## src/rtl/bcd_pkg.sv

```systemverilog
// Shared types and constants for the sequential binary-to-BCD converter.
package bcd_pkg;

  typedef enum logic [1:0] {
    IDLE  = 2'd0,
    SHIFT = 2'd1,
    DONE  = 2'd2
  } state_t;

  typedef logic [3:0] bcd_digit_t;

  localparam bcd_digit_t BCD_CORR_THRESH = 4'd5;
  localparam bcd_digit_t BCD_CORR_ADD    = 4'd3;

endpackage

```

## src/rtl/bcd_add3.sv

```systemverilog
// Per-digit double-dabble correction: digits of 5 or more get +3 before the shift.
module bcd_add3
  import bcd_pkg::*;
(
  input  bcd_digit_t digit,
  output bcd_digit_t corrected
);

  always_comb begin
    corrected = digit;
    if (digit >= BCD_CORR_THRESH) corrected = digit + BCD_CORR_ADD;
  end

endmodule

```

## src/rtl/binary_to_bcd_seq.sv

```systemverilog
// Sequential double-dabble converter: one shift-and-correct step per clock,
// framed by a start/done handshake.
module binary_to_bcd_seq
  import bcd_pkg::*;
#(
  parameter int unsigned WIDTH  = 16,
  parameter int unsigned DIGITS = 5
) (
  input  logic                  clk,
  input  logic                  reset,
  input  logic                  start,
  input  logic [WIDTH-1:0]      bin_in,
  output logic                  busy,
  output logic                  done,
  output logic [4*DIGITS-1:0]   bcd_out,
  output logic                  overflow
);

  localparam int unsigned CW = $clog2(WIDTH + 1);
  localparam int unsigned BW = 4 * DIGITS;

  state_t             state, state_next;
  logic [WIDTH-1:0]   bin_sr;
  logic [BW-1:0]      bcd_work;
  logic [BW-1:0]      bcd_corr;
  logic               ovf_acc;
  logic [CW-1:0]      cnt;
  logic [BW+WIDTH-1:0] shift_next;
  logic               shift_out;
  logic               accept;
  logic               last_step;

  for (genvar g = 0; g < DIGITS; g++) begin : g_corr
    bcd_add3 u_add3 (
      .digit     (bcd_work[4*g +: 4]),
      .corrected (bcd_corr[4*g +: 4])
    );
  end

  // The top bit of the corrected top digit leaves the register; a 1 here is a carry worth 10^DIGITS.
  assign shift_out  = bcd_corr[BW-1];
  assign shift_next = {bcd_corr[BW-2:0], bin_sr, 1'b0};

  assign accept    = start && ((state == IDLE) || (state == DONE));
  assign last_step = (state == SHIFT) && (cnt == CW'(1));

  always_ff @(posedge clk or posedge reset) begin
    if (reset) state <= IDLE;
    else       state <= state_next;
  end

  always_comb begin
    state_next = state;
    busy       = 1'b0;
    done       = 1'b0;
    case (state)
      IDLE: begin
        if (start) state_next = SHIFT;
      end
      SHIFT: begin
        busy = 1'b1;
        if (last_step) state_next = DONE;
      end
      DONE: begin
        done       = 1'b1;
        state_next = start ? SHIFT : IDLE;
      end
      default: state_next = IDLE;
    endcase
  end

  always_ff @(posedge clk or posedge reset) begin
    if (reset) begin
      bin_sr   <= '0;
      bcd_work <= '0;
      ovf_acc  <= 1'b0;
      cnt      <= '0;
      bcd_out  <= '0;
      overflow <= 1'b0;
    end else if (accept) begin
      bin_sr   <= bin_in;
      bcd_work <= '0;
      ovf_acc  <= 1'b0;
      cnt      <= CW'(WIDTH);
    end else if (state == SHIFT) begin
      {bcd_work, bin_sr} <= shift_next;
      ovf_acc            <= ovf_acc | shift_out;
      cnt                <= cnt - CW'(1);
      if (last_step) begin
        bcd_out  <= shift_next[BW+WIDTH-1 -: BW];
        overflow <= ovf_acc | shift_out;
      end
    end
  end

endmodule

```

## config.mk

```make
export PLATFORM = sky130hd
export DESIGN_NAME = binary_to_bcd_seq
export DESIGN_NICKNAME = d
export VERILOG_FILES = /design/src/rtl/bcd_pkg.sv /design/src/rtl/bcd_add3.sv /design/src/rtl/binary_to_bcd_seq.sv
export SDC_FILE = /design/constraint.sdc
export NUM_CORES = 1
export LEC_CHECK = 0
export CAP_MARGIN = 0
export CORE_ASPECT_RATIO = 0.8
export CORE_MARGIN = 3
export CORE_UTILIZATION = 55
export CTS_BUF_LIST = sky130_fd_sc_hd__clkbuf_8
export CTS_CLUSTER_DIAMETER = 40
export DETAILED_ROUTE_END_ITERATION = 12
export PLACE_DENSITY = 0.8
export SYNTH_ARGS = -nofsm -noshare
export SYNTH_HDL_FRONTEND = slang
export SYNTH_SLANG_ARGS = --single-unit
```

## constraint.sdc

```tcl
create_clock -name clk -period 6.22 [get_ports clk]
set_input_delay 1.244 -clock clk [delete_from_list [all_inputs] [get_ports clk]]
set_output_delay 1.244 -clock clk [all_outputs]
set_load 0.1 [all_outputs]
```

==> impl_results.md <==
* Status: finished clean
* Yosys reg bits at 65
* Area after DPL at 3520 sq um
* Max-slew headroom at 0.250
* Worst path cell trace: nand2b_1, inv_6, clkdlybuf4s50_1
* Post-route ant nets at 0
* Layout area overhead at 21.2%
* Hold crit path type: reg2reg
* Cell area after layout at about 3700 sq um
* Std cell rows at 23
* Setup violations, final at 0
* Most common cell after layout, fill and taps aside: dfrtp_1
* Largest area contributor in the netlist: dfrtp_1
* Final global-route overflow total at 0
* RR Startpoint: state[0]
* Max cap viols at 0
* Share of layout cells above drive strength 1 at 0.0971
* Gpl congestion at ~0.77
* Slew Limit Fails at 0
* Least-Margin Pin Slew at between 1 and 1.5 ns
* Worst Path Arrival at 2.76 ns
* Die height at ~73 um
* CTS tree: done
* Worst-path clk slew at ~0.070 ns
* ANT cells at 0
* Die ar. at about 6600 sq um
* Setup TNS at 0 ns
* Clock Skews at a little under 0.009 ns
* Yosys warns at 0
* First-pass GRT wire length at around 11000 um
* Post-route minimum period at 4.00 ns
* Vias at approximately 2300
* Required time of the critical path at roughly 5.0 ns
* Finished Layout Cells at roughly 420
* FF-to-FF path depth at 5
* Die W at between 80 and 90 um
* Number of DRC markers in iteration 0 at approximately 160
* Placed cells at ~400
* Critical Path Source: state[1]
* Seq/Total Area, Yosys at 0.526
* Final-report hold violation count at 0
* Worst r2r dst: bcd_work[3]
* Postcts setup bufs at 0
* Crit path kind: reg2out
* Top cells by area, synth: dfrtp_1 (53%), nand2_1 (7.0%), ha_1 (4.9%)
* Gr usage total at 0.206
* Distinct cells, synth at 32
* Synthesized area per cell at about 10 sq um
* Largest net degree at the start of global routing at 66
* H-tree depth at 3
* CTS Sinks at between 60 and 70
* Cell area after synthesis at approximately 3000 sq um
* Unrepaired setup endpoints after global routing: no
* Final wirelength at about 6200 um
* Total CTS buffers at 9
* CP endpoint: busy
* Initial Util at 0.593
* Fmax at between 200 and 250 MHz
* Slowest stage delay, CP at 1.20 ns
* Synthesized net count at 326
* Net count reported at finish at about 370
* R2R Setup Slk at ~3.9 ns
* Fin util at 0.719
* Crit share post-route at 0.643
* Yosys top cell area share at 0.526
* Initial antenna violation count at 0
* Vias/cell at 5.52
* CP max FO at 34
* Syn Inst Count at 295
* Detailed Place HPWL at about 4100 um
* Filler cell count in the final layout at between 300 and 400
* Wire per inst at around 15 um
* CTS root buffer: clkbuf_8
* Bufs on Longest Clock Path at 2
* IO Count at between 40 and 50
* Commonest cells after routing, fill and taps aside: dfrtp_1 (65), nand2_1 (58), clkdlybuf4s50_1 (41)
* DRC at 0
* Core area at around 5200 sq um
* Vias in the first global route at 2303
* CTS Hold Bufs at 0
* Post-CTS Resized at 0
* DRT Pass-1 Iters at 4
* Worst-skew pair later-pin latency at 0.35 ns
* Slowest cell on crit path: clkdlybuf4s50_1
* PortBufs at 41
* Startpoint types: register
* Crit. End Element: output port
==> worst min path at each step <==
stage | from | endpoint | depth (start not counted)
finish | bcd_out[0] | bcd_out[0] | 2
global route | bin_sr[13] | bin_sr[13] | 2
CTS | bcd_out[0] | bcd_out[0] | 2
detailed placement | bin_sr[5] | bin_sr[5] | 2
global placement | bcd_out[8] | bcd_out[8] | 2
floorplan | bin_sr[10] | bin_sr[10] | 2
==> cells in the mapped netlist (all sizes together) <==
cell and count:
clkinv 1, clkbuf 5, nor4 1, a22oi 15, xnor2 5, nand3 7, nor2 2, o31ai 3
a22o 11, nand2b 7, nor3b 10, inv 14, nor2b 3, a21oi 15, mux2i 5, mux2 9
ha 12, and2 1, nor3 5, o21ai 28, nand2 59, buf 9, or4 1, dfrtp 65
nor4b 1, a2bb2oi 1
==> sequential cells by signal, summed over array words and instances, names as in the netlist <==
signal and flops:
overflow 1, cnt 5, bcd_work 20, state 2
ovf_acc 1, bin_sr 16, bcd_out 20
==> routing by layer <==
| metal | up-vias | wire length [um] | global-route usage |
|---|---|---|---|
| met5 | - | 0 | 0 |
| met4 | 0 | 79 | 0.0782 |
| met3 | 7 | 302 | 0.0732 |
| met2 | 68 | 3020 | 0.348 |
| met1 | 1115 | 2840 | 0.248 |
| li1 | 1099 | - | - |
==> layout make-up <==
class	count	area (sq um)	area share
well taps	75	93.8	0.0251
inverters	15	66.3	0.0177
flip-flops and latches	65	1630	0.434
multi-input cells	201	1310	0.349
clock buffers	9	124	0.0331
repair buffers	43	425	0.114
clock inverters	7	103	0.0274
==> critical path: cells and delay by family (launching register included) <==
| family | cells | cell delay [ns] |
|---|---|---|
| buffers and inverters | 2 | 1.59 |
| DFF | 1 | 0.38 |
| and+or+nand+nor | 1 | 0.44 |
==> metrics by stage <==
| stage | worst slack (ns) | hold WS [ns] |
|---|---|---|
| global placement | 2.61 | 0.462 |
| global route | 2.10 | 0.495 |
| CTS | 2.19 | 0.482 |
| detailed placement | 2.54 | 0.463 |
| floorplan | 3.25 | 0.446 |
| finish | 2.22 | 0.478 |
==> cell families after synthesis <==
group                    Yosys count  share of synthesized area
XOR/XNOR                           5                     0.0142
AND/OR/NAND/NOR                   97                      0.155
adder cells (fa/ha/maj)           12                     0.0486
flip-flops                        65                      0.526
buffers and inverters             29                     0.0514
AO/OA/AOI/OAI                     73                      0.147
multiplexers                      14                     0.0575
Power is left out: the tool's default activity adds up to more than one toggle a clock period on the data nets, which glitch-free logic cannot reach.
